==> config.mk <==
export PLATFORM = sky130hd
export DESIGN_NAME = id_ex_pipe_ctrl_flat
export DESIGN_NICKNAME = d
export VERILOG_FILES = /design/src/rtl/id_ex_pipe_ctrl_pkg.sv /design/src/rtl/id_ex_pipe_ctrl_if.sv /design/src/rtl/id_ex_pipe_ctrl_fwd_select.sv /design/src/rtl/id_ex_pipe_ctrl.sv /design/src/flat_wrapper.sv
export SDC_FILE = /design/constraint.sdc
export NUM_CORES = 1
export LEC_CHECK = 0
export CAP_MARGIN = 20
export CORE_MARGIN = 1.5
export CORE_UTILIZATION = 30
export CTS_BUF_LIST = sky130_fd_sc_hd__clkbuf_16
export CTS_CLUSTER_SIZE = 14
export DETAILED_ROUTE_END_ITERATION = 8
export GPL_ROUTABILITY_DRIVEN = 0
export HOLD_SLACK_MARGIN = 0.1
export SETUP_SLACK_MARGIN = 0.15
export SYNTH_ARGS = -nofsm -noshare
export SYNTH_HDL_FRONTEND = slang
export SYNTH_SLANG_ARGS = --single-unit
==> constraint.sdc <==
create_clock -name CLK -period 3.1 [get_ports CLK]
set_clock_uncertainty 0.2 [all_clocks]
set_input_delay 0.31 -clock CLK [delete_from_list [all_inputs] [get_ports CLK]]
set_output_delay 0.31 -clock CLK [all_outputs]
set_load 0.05 [all_outputs]
==> src/rtl/id_ex_pipe_ctrl_pkg.sv <==
// Shared defaults and operand forward-select encodings for the ID/EX pipeline control slice.
package id_pkg;

    localparam int unsigned XLEN_DEF    = 32;
    localparam int unsigned CTRL_W_DEF  = 16;
    localparam int unsigned NUM_FWD_DEF = 2;

    // Select encodings: register file, EX-stage register, then FWD_BASE+k for downstream stage k.
    localparam int unsigned FWD_RF   = 0;
    localparam int unsigned FWD_EX   = 1;
    localparam int unsigned FWD_BASE = 2;

    function automatic int unsigned sel_width(input int unsigned num_fwd);
        return $clog2(num_fwd + 2);
    endfunction

endpackage

==> src/rtl/id_ex_pipe_ctrl_if.sv <==
// ID/EX boundary bundle: decoded-instruction input, bypass sources, and registered EX-side output.
interface id_ex_pipe_ctrl_if
    import id_pkg::*;
#(
    parameter int unsigned XLEN    = XLEN_DEF,
    parameter int unsigned CTRL_W  = CTRL_W_DEF,
    parameter int unsigned NUM_FWD = NUM_FWD_DEF,
    parameter int unsigned SEL_W   = sel_width(NUM_FWD)
) ();

    logic                   IN_VALID;
    logic                   IN_READY;
    logic [XLEN-1:0]        IN_PC;
    logic [XLEN-1:0]        IN_IMM;
    logic [XLEN-1:0]        IN_RDATA1;
    logic [XLEN-1:0]        IN_RDATA2;
    logic [4:0]             IN_RS1;
    logic [4:0]             IN_RS2;
    logic [4:0]             IN_RD;
    logic                   IN_USES_RS1;
    logic                   IN_USES_RS2;
    logic                   IN_WRITE_EN;
    logic                   IN_MEM_READ;
    logic [CTRL_W-1:0]      IN_CTRL;

    logic                   WB_WE;
    logic [4:0]             WB_RD;
    logic [XLEN-1:0]        WB_DATA;

    logic [NUM_FWD-1:0]     FWD_WE;
    logic [5*NUM_FWD-1:0]   FWD_RD;

    logic                   FLUSH;
    logic                   OUT_READY;

    logic                   OUT_VALID;
    logic [XLEN-1:0]        OUT_PC;
    logic [XLEN-1:0]        OUT_IMM;
    logic [XLEN-1:0]        OUT_RDATA1;
    logic [XLEN-1:0]        OUT_RDATA2;
    logic [4:0]             OUT_RD;
    logic [CTRL_W-1:0]      OUT_CTRL;
    logic                   OUT_WRITE_EN;
    logic                   OUT_MEM_READ;
    logic [SEL_W-1:0]       OUT_FWD_SEL1;
    logic [SEL_W-1:0]       OUT_FWD_SEL2;
    logic [31:0]            STALL_CNT;

    modport master (
        output IN_VALID, IN_PC, IN_IMM, IN_RDATA1, IN_RDATA2, IN_RS1, IN_RS2, IN_RD,
               IN_USES_RS1, IN_USES_RS2, IN_WRITE_EN, IN_MEM_READ, IN_CTRL,
               WB_WE, WB_RD, WB_DATA, FWD_WE, FWD_RD, FLUSH, OUT_READY,
        input  IN_READY, OUT_VALID, OUT_PC, OUT_IMM, OUT_RDATA1, OUT_RDATA2, OUT_RD,
               OUT_CTRL, OUT_WRITE_EN, OUT_MEM_READ, OUT_FWD_SEL1, OUT_FWD_SEL2, STALL_CNT
    );

    modport slave (
        input  IN_VALID, IN_PC, IN_IMM, IN_RDATA1, IN_RDATA2, IN_RS1, IN_RS2, IN_RD,
               IN_USES_RS1, IN_USES_RS2, IN_WRITE_EN, IN_MEM_READ, IN_CTRL,
               WB_WE, WB_RD, WB_DATA, FWD_WE, FWD_RD, FLUSH, OUT_READY,
        output IN_READY, OUT_VALID, OUT_PC, OUT_IMM, OUT_RDATA1, OUT_RDATA2, OUT_RD,
               OUT_CTRL, OUT_WRITE_EN, OUT_MEM_READ, OUT_FWD_SEL1, OUT_FWD_SEL2, STALL_CNT
    );

endinterface

==> src/rtl/id_ex_pipe_ctrl_fwd_select.sv <==
// Per-operand bypass: picks the forward-select code and applies same-cycle writeback substitution.
module fwd_select
    import id_pkg::*;
#(
    parameter int unsigned XLEN    = XLEN_DEF,
    parameter int unsigned NUM_FWD = NUM_FWD_DEF,
    parameter int unsigned SEL_W   = sel_width(NUM_FWD)
) (
    input  logic [4:0]           rs,
    input  logic                 uses,
    input  logic                 cur_valid,
    input  logic                 cur_we,
    input  logic [4:0]           cur_rd,
    input  logic [NUM_FWD-1:0]   fwd_we,
    input  logic [5*NUM_FWD-1:0] fwd_rd,
    input  logic                 wb_we,
    input  logic [4:0]           wb_rd,
    input  logic [XLEN-1:0]      wb_data,
    input  logic [XLEN-1:0]      rdata,
    output logic [SEL_W-1:0]     sel,
    output logic [XLEN-1:0]      data
);

    logic active;
    logic found;

    assign active = uses && (rs != 5'd0);

    // Nearest producer wins: EX register first, then downstream stages in index order.
    always_comb begin
        sel   = SEL_W'(FWD_RF);
        found = 1'b0;
        if (active) begin
            if (cur_valid && cur_we && (cur_rd == rs)) begin
                sel   = SEL_W'(FWD_EX);
                found = 1'b1;
            end
            for (int unsigned k = 0; k < NUM_FWD; k++) begin
                if (!found && fwd_we[k] && (fwd_rd[5*k +: 5] == rs)) begin
                    sel   = SEL_W'(FWD_BASE + k);
                    found = 1'b1;
                end
            end
        end
    end

    assign data = (active && wb_we && (wb_rd == rs)) ? wb_data : rdata;

endmodule

==> src/rtl/id_ex_pipe_ctrl.sv <==
// ID/EX pipeline register with load-use bubble insertion, flush, and operand bypass selection.
module id_ex_pipe_ctrl
    import id_pkg::*;
#(
    parameter int unsigned XLEN    = XLEN_DEF,
    parameter int unsigned CTRL_W  = CTRL_W_DEF,
    parameter int unsigned NUM_FWD = NUM_FWD_DEF,
    parameter int unsigned SEL_W   = sel_width(NUM_FWD)
) (
    input  logic               CLK,
    input  logic               RST,
    id_ex_pipe_ctrl_if.slave   bus
);

    logic                 out_valid;
    logic [XLEN-1:0]      out_pc;
    logic [XLEN-1:0]      out_imm;
    logic [XLEN-1:0]      out_rdata1;
    logic [XLEN-1:0]      out_rdata2;
    logic [4:0]           out_rd;
    logic [CTRL_W-1:0]    out_ctrl;
    logic                 out_write_en;
    logic                 out_mem_read;
    logic [SEL_W-1:0]     out_fwd_sel1;
    logic [SEL_W-1:0]     out_fwd_sel2;
    logic [31:0]          stall_cnt;

    logic                 adv;
    logic                 haz;
    logic                 rs1_hit;
    logic                 rs2_hit;
    logic [SEL_W-1:0]     nxt_sel1;
    logic [SEL_W-1:0]     nxt_sel2;
    logic [XLEN-1:0]      nxt_rdata1;
    logic [XLEN-1:0]      nxt_rdata2;

    assign adv     = bus.OUT_READY || !out_valid;
    assign rs1_hit = bus.IN_USES_RS1 && (bus.IN_RS1 == out_rd);
    assign rs2_hit = bus.IN_USES_RS2 && (bus.IN_RS2 == out_rd);
    assign haz     = bus.IN_VALID && out_valid && out_mem_read && (out_rd != 5'd0)
                     && (rs1_hit || rs2_hit);

    assign bus.IN_READY = bus.FLUSH || (adv && !haz);

    fwd_select #(
        .XLEN    (XLEN),
        .NUM_FWD (NUM_FWD),
        .SEL_W   (SEL_W)
    ) u_fwd1 (
        .rs        (bus.IN_RS1),
        .uses      (bus.IN_USES_RS1),
        .cur_valid (out_valid),
        .cur_we    (out_write_en),
        .cur_rd    (out_rd),
        .fwd_we    (bus.FWD_WE),
        .fwd_rd    (bus.FWD_RD),
        .wb_we     (bus.WB_WE),
        .wb_rd     (bus.WB_RD),
        .wb_data   (bus.WB_DATA),
        .rdata     (bus.IN_RDATA1),
        .sel       (nxt_sel1),
        .data      (nxt_rdata1)
    );

    fwd_select #(
        .XLEN    (XLEN),
        .NUM_FWD (NUM_FWD),
        .SEL_W   (SEL_W)
    ) u_fwd2 (
        .rs        (bus.IN_RS2),
        .uses      (bus.IN_USES_RS2),
        .cur_valid (out_valid),
        .cur_we    (out_write_en),
        .cur_rd    (out_rd),
        .fwd_we    (bus.FWD_WE),
        .fwd_rd    (bus.FWD_RD),
        .wb_we     (bus.WB_WE),
        .wb_rd     (bus.WB_RD),
        .wb_data   (bus.WB_DATA),
        .rdata     (bus.IN_RDATA2),
        .sel       (nxt_sel2),
        .data      (nxt_rdata2)
    );

    // Flush beats everything (even a held output); a bubble leaves the datapath fields untouched.
    always_ff @(posedge CLK or negedge RST) begin
        if (!RST) begin
            out_valid    <= 1'b0;
            out_pc       <= '0;
            out_imm      <= '0;
            out_rdata1   <= '0;
            out_rdata2   <= '0;
            out_rd       <= '0;
            out_ctrl     <= '0;
            out_write_en <= 1'b0;
            out_mem_read <= 1'b0;
            out_fwd_sel1 <= '0;
            out_fwd_sel2 <= '0;
            stall_cnt    <= '0;
        end else if (bus.FLUSH) begin
            out_valid    <= 1'b0;
            out_write_en <= 1'b0;
            out_mem_read <= 1'b0;
            out_fwd_sel1 <= '0;
            out_fwd_sel2 <= '0;
        end else if (adv && haz) begin
            out_valid    <= 1'b0;
            out_write_en <= 1'b0;
            out_mem_read <= 1'b0;
            out_fwd_sel1 <= '0;
            out_fwd_sel2 <= '0;
            if (stall_cnt != '1) begin
                stall_cnt <= stall_cnt + 32'd1;
            end
        end else if (adv) begin
            out_valid    <= bus.IN_VALID;
            out_pc       <= bus.IN_PC;
            out_imm      <= bus.IN_IMM;
            out_rdata1   <= nxt_rdata1;
            out_rdata2   <= nxt_rdata2;
            out_rd       <= bus.IN_RD;
            out_ctrl     <= bus.IN_CTRL;
            out_write_en <= bus.IN_WRITE_EN;
            out_mem_read <= bus.IN_MEM_READ;
            out_fwd_sel1 <= nxt_sel1;
            out_fwd_sel2 <= nxt_sel2;
        end
    end

    assign bus.OUT_VALID    = out_valid;
    assign bus.OUT_PC       = out_pc;
    assign bus.OUT_IMM      = out_imm;
    assign bus.OUT_RDATA1   = out_rdata1;
    assign bus.OUT_RDATA2   = out_rdata2;
    assign bus.OUT_RD       = out_rd;
    assign bus.OUT_CTRL     = out_ctrl;
    assign bus.OUT_WRITE_EN = out_write_en;
    assign bus.OUT_MEM_READ = out_mem_read;
    assign bus.OUT_FWD_SEL1 = out_fwd_sel1;
    assign bus.OUT_FWD_SEL2 = out_fwd_sel2;
    assign bus.STALL_CNT    = stall_cnt;

endmodule

==> src/flat_wrapper.sv <==
// flat-port wrapper written by rule: the top's interface ports become plain ports
module id_ex_pipe_ctrl_flat import id_pkg::*;
#(
    parameter int unsigned XLEN    = XLEN_DEF,
    parameter int unsigned CTRL_W  = CTRL_W_DEF,
    parameter int unsigned NUM_FWD = NUM_FWD_DEF,
    parameter int unsigned SEL_W   = sel_width(NUM_FWD)
)
  (CLK, RST, bus_IN_VALID, bus_IN_PC, bus_IN_IMM, bus_IN_RDATA1, bus_IN_RDATA2, bus_IN_RS1, bus_IN_RS2, bus_IN_RD, bus_IN_USES_RS1, bus_IN_USES_RS2, bus_IN_WRITE_EN, bus_IN_MEM_READ, bus_IN_CTRL, bus_WB_WE, bus_WB_RD, bus_WB_DATA, bus_FWD_WE, bus_FWD_RD, bus_FLUSH, bus_OUT_READY, bus_IN_READY, bus_OUT_VALID, bus_OUT_PC, bus_OUT_IMM, bus_OUT_RDATA1, bus_OUT_RDATA2, bus_OUT_RD, bus_OUT_CTRL, bus_OUT_WRITE_EN, bus_OUT_MEM_READ, bus_OUT_FWD_SEL1, bus_OUT_FWD_SEL2, bus_STALL_CNT);
  id_ex_pipe_ctrl_if #(.XLEN(XLEN), .CTRL_W(CTRL_W), .NUM_FWD(NUM_FWD), .SEL_W(SEL_W)) bus_i ();
  input  logic CLK;
  input  logic RST;
  input wire logic [$bits(bus_i.IN_VALID)-1:0] bus_IN_VALID;
  input wire logic [$bits(bus_i.IN_PC)-1:0] bus_IN_PC;
  input wire logic [$bits(bus_i.IN_IMM)-1:0] bus_IN_IMM;
  input wire logic [$bits(bus_i.IN_RDATA1)-1:0] bus_IN_RDATA1;
  input wire logic [$bits(bus_i.IN_RDATA2)-1:0] bus_IN_RDATA2;
  input wire logic [$bits(bus_i.IN_RS1)-1:0] bus_IN_RS1;
  input wire logic [$bits(bus_i.IN_RS2)-1:0] bus_IN_RS2;
  input wire logic [$bits(bus_i.IN_RD)-1:0] bus_IN_RD;
  input wire logic [$bits(bus_i.IN_USES_RS1)-1:0] bus_IN_USES_RS1;
  input wire logic [$bits(bus_i.IN_USES_RS2)-1:0] bus_IN_USES_RS2;
  input wire logic [$bits(bus_i.IN_WRITE_EN)-1:0] bus_IN_WRITE_EN;
  input wire logic [$bits(bus_i.IN_MEM_READ)-1:0] bus_IN_MEM_READ;
  input wire logic [$bits(bus_i.IN_CTRL)-1:0] bus_IN_CTRL;
  input wire logic [$bits(bus_i.WB_WE)-1:0] bus_WB_WE;
  input wire logic [$bits(bus_i.WB_RD)-1:0] bus_WB_RD;
  input wire logic [$bits(bus_i.WB_DATA)-1:0] bus_WB_DATA;
  input wire logic [$bits(bus_i.FWD_WE)-1:0] bus_FWD_WE;
  input wire logic [$bits(bus_i.FWD_RD)-1:0] bus_FWD_RD;
  input wire logic [$bits(bus_i.FLUSH)-1:0] bus_FLUSH;
  input wire logic [$bits(bus_i.OUT_READY)-1:0] bus_OUT_READY;
  output wire logic [$bits(bus_i.IN_READY)-1:0] bus_IN_READY;
  output wire logic [$bits(bus_i.OUT_VALID)-1:0] bus_OUT_VALID;
  output wire logic [$bits(bus_i.OUT_PC)-1:0] bus_OUT_PC;
  output wire logic [$bits(bus_i.OUT_IMM)-1:0] bus_OUT_IMM;
  output wire logic [$bits(bus_i.OUT_RDATA1)-1:0] bus_OUT_RDATA1;
  output wire logic [$bits(bus_i.OUT_RDATA2)-1:0] bus_OUT_RDATA2;
  output wire logic [$bits(bus_i.OUT_RD)-1:0] bus_OUT_RD;
  output wire logic [$bits(bus_i.OUT_CTRL)-1:0] bus_OUT_CTRL;
  output wire logic [$bits(bus_i.OUT_WRITE_EN)-1:0] bus_OUT_WRITE_EN;
  output wire logic [$bits(bus_i.OUT_MEM_READ)-1:0] bus_OUT_MEM_READ;
  output wire logic [$bits(bus_i.OUT_FWD_SEL1)-1:0] bus_OUT_FWD_SEL1;
  output wire logic [$bits(bus_i.OUT_FWD_SEL2)-1:0] bus_OUT_FWD_SEL2;
  output wire logic [$bits(bus_i.STALL_CNT)-1:0] bus_STALL_CNT;
  assign bus_i.IN_VALID = bus_IN_VALID;
  assign bus_i.IN_PC = bus_IN_PC;
  assign bus_i.IN_IMM = bus_IN_IMM;
  assign bus_i.IN_RDATA1 = bus_IN_RDATA1;
  assign bus_i.IN_RDATA2 = bus_IN_RDATA2;
  assign bus_i.IN_RS1 = bus_IN_RS1;
  assign bus_i.IN_RS2 = bus_IN_RS2;
  assign bus_i.IN_RD = bus_IN_RD;
  assign bus_i.IN_USES_RS1 = bus_IN_USES_RS1;
  assign bus_i.IN_USES_RS2 = bus_IN_USES_RS2;
  assign bus_i.IN_WRITE_EN = bus_IN_WRITE_EN;
  assign bus_i.IN_MEM_READ = bus_IN_MEM_READ;
  assign bus_i.IN_CTRL = bus_IN_CTRL;
  assign bus_i.WB_WE = bus_WB_WE;
  assign bus_i.WB_RD = bus_WB_RD;
  assign bus_i.WB_DATA = bus_WB_DATA;
  assign bus_i.FWD_WE = bus_FWD_WE;
  assign bus_i.FWD_RD = bus_FWD_RD;
  assign bus_i.FLUSH = bus_FLUSH;
  assign bus_i.OUT_READY = bus_OUT_READY;
  assign bus_IN_READY = bus_i.IN_READY;
  assign bus_OUT_VALID = bus_i.OUT_VALID;
  assign bus_OUT_PC = bus_i.OUT_PC;
  assign bus_OUT_IMM = bus_i.OUT_IMM;
  assign bus_OUT_RDATA1 = bus_i.OUT_RDATA1;
  assign bus_OUT_RDATA2 = bus_i.OUT_RDATA2;
  assign bus_OUT_RD = bus_i.OUT_RD;
  assign bus_OUT_CTRL = bus_i.OUT_CTRL;
  assign bus_OUT_WRITE_EN = bus_i.OUT_WRITE_EN;
  assign bus_OUT_MEM_READ = bus_i.OUT_MEM_READ;
  assign bus_OUT_FWD_SEL1 = bus_i.OUT_FWD_SEL1;
  assign bus_OUT_FWD_SEL2 = bus_i.OUT_FWD_SEL2;
  assign bus_STALL_CNT = bus_i.STALL_CNT;
  id_ex_pipe_ctrl #(.XLEN(XLEN), .CTRL_W(CTRL_W), .NUM_FWD(NUM_FWD), .SEL_W(SEL_W)) u_core (.CLK(CLK), .RST(RST), .bus(bus_i));
endmodule
* Word level (Yosys, flattened, before mapping)
Index checks and enable logic that the tools add are counted.
** Cells by class
- Bitwise gates (word level) :: 2
- Add/sub/neg operators :: 1
- Equality and inequality tests :: 11
- Muxes and demuxes :: 33
- Reduce and logical (&&, ||, !) cells :: 40
** Operator list (number)
- 32-bit 2-to-1 mux :: 2
- 5-bit == test :: 10
- 32-bit by 1-bit adder with 32-bit output, second input constant :: 1
- 32-bit inequality test, second input constant :: 1
- 1-bit logical AND :: 25
- 2-bit 2-to-1 mux :: 12
- 1-bit 2-to-1 mux :: 19
- 5-bit nonzero test :: 3
- 1-bit zero test :: 6
- 3-bit AND reduction :: 2
- 1-bit logical OR :: 3
- 3-bit nonzero test :: 1
- 1-bit NOT :: 2
** Storage, ports and cells
- Bits of input ports :: 218
- Logic and storage cells :: 99
- Output and inout port bits :: 189
- Bits in registers :: 188

* Depth between registers and ports, before layout
- Depth in word-level cells :: 17
- Mapped depth :: 11
- Gate-level depth less buffers :: 6

* Cells and area by module
From an unflattened synthesis, not the netlist that was laid out.
** Second synthesis, totals
- Cells, all modules :: 649
- Area, all modules :: 9266.4 µm²
** By module, submodules not included
- id_ex_pipe_ctrl :: sequential area each 4704.5 µm², instances 1, area an instance 7562.3 µm², cells an instance 499
- fwd_select :: sequential area each 0.0 µm², instances 2, area an instance 852.1 µm², cells an instance 75

* Least setup slack after synthesis
No wires, ideal clock.
- Path type :: register to register
- Start point :: reg u_core.out_rd[0] (netlist: u_core.bus.OUT_RD[0])
- End point :: reg u_core.out_imm[0] (netlist: u_core.bus.OUT_IMM[0])
- Clock period less this slack :: 2.668 ns
- Cell stages (with the launch flop) :: 8
- Path slack :: 0.432 ns
- Setup time :: 0.125 ns
- Data arrival time :: 2.343 ns
- Required time :: 2.775 ns
- Cell sequence :: dfrtp_1 -> or3_1 -> o311a_1 -> a311o_1 -> buf_6 -> buf_6 -> buf_6 -> mux2_4
** On the way
- Cells in the longest elaborated chain, start to end :: 7
** RTL lines
- from (decl) :: RTL line id_ex_pipe_ctrl.sv:20 : logic [4:0] out_rd;
- from (signal assigned) :: RTL line id_ex_pipe_ctrl.sv:121 : out_rd <= bus.IN_RD;
- 5-bit == test (on tied branches) :: RTL line id_ex_pipe_ctrl.sv:38, id_ex_pipe_ctrl.sv:39
- 1-bit logical AND (on tied branches) :: RTL line id_ex_pipe_ctrl.sv:38, id_ex_pipe_ctrl.sv:39
- 1-bit logical OR :: RTL line id_ex_pipe_ctrl.sv:41 : && (rs1_hit || rs2_hit);
- 1-bit logical AND (*) :: RTL line id_ex_pipe_ctrl.sv:41
- 1-bit logical AND (*) :: RTL line id_ex_pipe_ctrl.sv:106 : end else if (adv && haz) begin
- 1-bit NOT (no source line) (*)
- 3-bit AND reduction (no source line) (*)
- to (signal assigned) :: RTL line id_ex_pipe_ctrl.sv:118 : out_imm <= bus.IN_IMM;
- to (decl) :: RTL line id_ex_pipe_ctrl.sv:17 : logic [XLEN-1:0] out_imm;
Mark *: on every way between the ends. The rest lies on a longest branch, timed or not.
A chain may end at the register's enable or synchronous reset.

* Final worst setup path
- Start point :: reg u_core.out_rd[0] (netlist: u_core.bus.OUT_RD[0])
- End point :: reg u_core.out_pc[23] (netlist: u_core.bus.OUT_PC[23])
** On the way
- Cells in the longest elaborated chain, start to end :: 7
** RTL lines
- 5-bit == test (on tied branches) :: RTL line id_ex_pipe_ctrl.sv:38, id_ex_pipe_ctrl.sv:39
- 1-bit logical AND (on tied branches) :: RTL line id_ex_pipe_ctrl.sv:38, id_ex_pipe_ctrl.sv:39
- 1-bit logical OR :: RTL line id_ex_pipe_ctrl.sv:41
- 1-bit logical AND (*) :: RTL line id_ex_pipe_ctrl.sv:41
- 1-bit logical AND (*) :: RTL line id_ex_pipe_ctrl.sv:106
- 1-bit NOT (no source line) (*)
- 3-bit AND reduction (no source line) (*)
- to (signal assigned) :: RTL line id_ex_pipe_ctrl.sv:117 : out_pc <= bus.IN_PC;
- to (decl) :: RTL line id_ex_pipe_ctrl.sv:16 : logic [XLEN-1:0] out_pc;
Marked as above.

==> summary.md <==
| Metric | Value |
|---|---|
| Netlist cell types | 37 |
| Critical-path cell list | or3_1, o311a_1, a311o_2, buf_12, buf_12, mux2_4 |
| # clock sinks | 188 |
| Clock share of power | 0.306 |
| Seq pwr share | 0.382 |
| CP bufs+invs | 2 |
| Top_reg_cell synth | dfrtp_1 |
| Die area | 30,300 um2 |
| Net load switching power | 2.60 mW |
| Ant. Diodes | 0 |
| Starting DRC count in detailed routing | 227 |
| Status | completed |
| CP Max Fanout | 21 |
| Clock slew at reported path FFs | 0.08 ns |
| RR Startpoint | u_core.bus.OUT_RD[0]$_DFFE_PN0P_ |
| Most frequent CP cell | buf_12 |
| Final setup viols | 0 |
| CP Launch Type | flop |
| Post-CTS setup buffers | 0 |
| Number of H-tree levels | 4 |
| Vias in the first global route | 7,324 |
| Critical setup path kind | flop to flop |
| Initial core utilization | 0.305 |
| Sequential share of the synthesized area | 0.536 |
| Slew @ Worst Pin | 0.583 ns |
| Net Sw Frac | 0.346 |
| VDD IR-drop max | 0.000345 V |
| FILL cells | 2,655 |
| Core area | 28,800 um2 |
| Part of the cycle the worst path needs | 0.866 |
| CP arrival | 2.81 ns |
| Area delta synth->final | 59.0% |
| Vias per inst | 4.52 |
| First-pass detailed-route iteration total | 4 |
| #FFs+latches synth | 188 |
| # rows | 62 |
| Clock root cell | clkbuf_16 |
| Static Leak | 5.81 nW |
| RR Endpoint | u_core.bus.OUT_PC[23]$_DFFE_PN0P_ |
| F_max | 373 MHz |
| Die W | 174 um |
| Critical path endpoint | u_core.bus.OUT_PC[23]$_DFFE_PN0P_ |
| Total gr overflow | 0 |
| Asr flop ratio synth | 1.00 |
| Max transition margin | 0.607 |
| Dpl hpwl | 20.2 mm |
| Post-route ant nets | 0 |
| Syn_area_per_cell | 12.2 um2 |
| Worst R2R Setup Slack | 0.42 ns |
| CP Launch Point | u_core.bus.OUT_RD[0]$_DFFE_PN0P_ |
| Final nets | 1,346 |
| Netlist Area Pre-Place | 8780 um2 |
| Placed cell area | 13,300 um2 |
| I/O pin count | 407 |
| Routed wire per std cell | 17.5 um |
| DIE HEIGHT | 174 um |
| CP Data Required Time | 3.22 ns |
| Final Max Slew Viols | 0 |
| # DRC | 0 |
| Final instance area | 14,000 um2 |
| CTS tree | done |
| RSZ-0062 raised after global routing | no |
| Max Cap Viol | 0 |
| Crit-path slowest cell | dfrtp_1 |
| Setup TNS | 0 ns |
| Number of flops mapped to enable cells by yosys | 0 |
| Reg2reg path depth | 6 |
| Largest net degree at the start of global routing | 72 |
| Syn Nets | 939 |
| Final wirelength | 26.6 mm |
| Yosys warning count | 0 |
| Syn Inst Count | 720 |
| Total CTS buffers | 17 |
| WP depth | 6 |
| Global-route wire length before repair | 42.1 mm |
| Maximum clock path buffer count | 2 |
| CP top delay family | compound AO/OA/AOI/OAI gates |
| CP Capture Type | flop |
| Fin crit period | 2.68 ns |
| Gr usage total | 0.179 |
| Internal | 4.90 mW |
| Ratio of cells with drive above 1 in the final layout | 0.132 |
| Initial antenna violation count | 0 |
| Max incr delay on CP | 0.47 ns |
| Worst skew pair latency | 0.44 ns |
| Combinational share of power | 0.313 |
| Pwr per Cell Area | 537 nW/um2 |
| Final Hold Violating Endpoints | 0 |
| Hold Path Class | input pin to asynchronous set/reset pin |
| Number of I/O port buffers | 406 |
| Via count | 6,881 |
## worst register-to-register path, cell delays in order (launching register included)
cell and delay, ns:
dfrtp_1 0.47, or3_1 0.41, o311a_1 0.35, a311o_2 0.44, buf_12 0.19, buf_12 0.21, mux2_4 0.31
## final cells by class
class	instances	area, um2	share of cell area
clock buffers	17	425	0.0305
clock inverters	15	183	0.0131
inverters	9	33.8	0.00242
multi-input cells	480	3760	0.269
flip-flops and latches	188	4700	0.337
well taps	384	480	0.0344
repair buffers	431	4380	0.314
## power groups by stage
stage	clock network (mW)	registers, mW	logic, mW
after floorplan	0	3.78	0.476
after global placement	0	2.90	2.35
after detailed placement	0	2.90	2.36
after CTS	2.37	2.86	2.37
after global routing	2.45	2.89	2.46
final	2.29	2.86	2.35
## how the worst min path moves through the flow
stage	to	cells after the start
2_1_floorplan	u_core.bus.OUT_CTRL[0]$_DFFE_PN0P_	0
3_3_place_gp	u_core.bus.OUT_IMM[8]$_DFFE_PN0P_	1
3_5_place_dp	u_core.bus.OUT_IMM[8]$_DFFE_PN0P_	1
4_1_cts	u_core.bus.OUT_PC[14]$_DFFE_PN0P_	2
5_1_grt	u_core.bus.OUT_PC[16]$_DFFE_PN0P_	2
6_report	u_core.bus.STALL_CNT[30]$_DFFE_PN0P_	2
## state kept, by name, indices dropped and copies added (netlist names)
| signal | count |
|---|---|
| u_core.bus.STALL_CNT | 32 |
| u_core.bus.OUT_WRITE_EN | 1 |
| u_core.bus.OUT_PC | 32 |
| u_core.bus.OUT_VALID | 1 |
| u_core.bus.OUT_RDATA1 | 32 |
| u_core.bus.OUT_CTRL | 16 |
| u_core.bus.OUT_MEM_READ | 1 |
| u_core.bus.OUT_IMM | 32 |
| u_core.bus.OUT_RD | 5 |
| u_core.bus.OUT_RDATA2 | 32 |
| u_core.bus.OUT_FWD_SEL1 | 2 |
| u_core.bus.OUT_FWD_SEL2 | 2 |
## cell families (layout without fill, tap and decap cells)
family	Yosys count	after routing	share of synthesized area
buffers and inverters	52	472	0.0376
xor gates and xnor gates	69	69	0.0688
adders and majority gates	1	1	0.00142
and+or+nand+nor	180	180	0.0982
AOI/OAI and AO/OA	78	78	0.0489
DFF	188	188	0.536
muxes	152	152	0.209
## per-layer routing
metal / GRT usage / vias up / wire length, um
met4: 0.0611 / 0 / 522
met5: 0 / - / 0
li1: - / 3309 / -
met2: 0.296 / 269 / 12600
met3: 0.0652 / 29 / 2280
met1: 0.216 / 3274 / 11200
## Yosys cell counts, types with 2 or more instances
master	number	area, um2
a22o_1	4	35.0
a32o_1	2	20.0
and3_1	5	31.3
and4_1	5	43.8
buf_2	16	80.1
buf_6	15	169
clkbuf_1	10	37.5
clkbuf_2	2	10.0
dfrtp_1	188	4700
inv_1	9	33.8
mux2_2	33	372
mux2_4	55	826
mux2i_1	64	641
nand2_1	86	323
nand2b_1	3	18.8
nand3_1	18	90.1
nand4_1	9	56.3
nor2_1	21	78.8
nor2b_1	3	18.8
nor3_1	12	60.1
nor4_1	7	43.8
o21ai_0	68	340
or2_2	2	12.5
or3_1	2	12.5
or4_1	2	15.0
xnor2_1	33	289
xor2_1	36	315
## layout by cell type (no fill, tap or decap), types with 3 or more instances in the layout
master and count:
xnor2_1 33, nor4_1 7, buf_12 10, a22o_1 4, clkinvlp_4 3, clkbuf_16 17, mux2i_1 64, o21ai_0 68
mux2_2 33, inv_1 10, dfrtp_1 188, xor2_1 36, and3_1 5, nand2_1 86, mux2_4 55, nor2_1 21
nand3_1 18, buf_4 15, and4_1 5, nor3_1 11, nor2b_1 3, nand4_1 9, inv_8 4, nand2b_1 3
clkdlybuf4s50_1 404
## through the flow
step           utilization  worst slack (ns)  instances  power [mW]  hold slack, ns
4_1_cts              0.485             0.415       1524        7.60           0.242
5_1_grt              0.485             0.352       1524        7.80           0.247
2_1_floorplan            -             0.432        720        4.25          -0.186
3_3_place_gp         0.464             0.211       1491        5.25           0.159
6_report             0.485             0.416       1524        7.49           0.241
3_5_place_dp         0.464             0.226       1491        5.26           0.155
## repair_timing
| action | 4_1_cts | 5_1_grt |
|---|---|---|
| hold buffers | 1 | 0 |
| hold endpoints to repair | 60 | 0 |
| gates resized for setup | 0 | 0 |
Power figures use the tool's default switching activity.
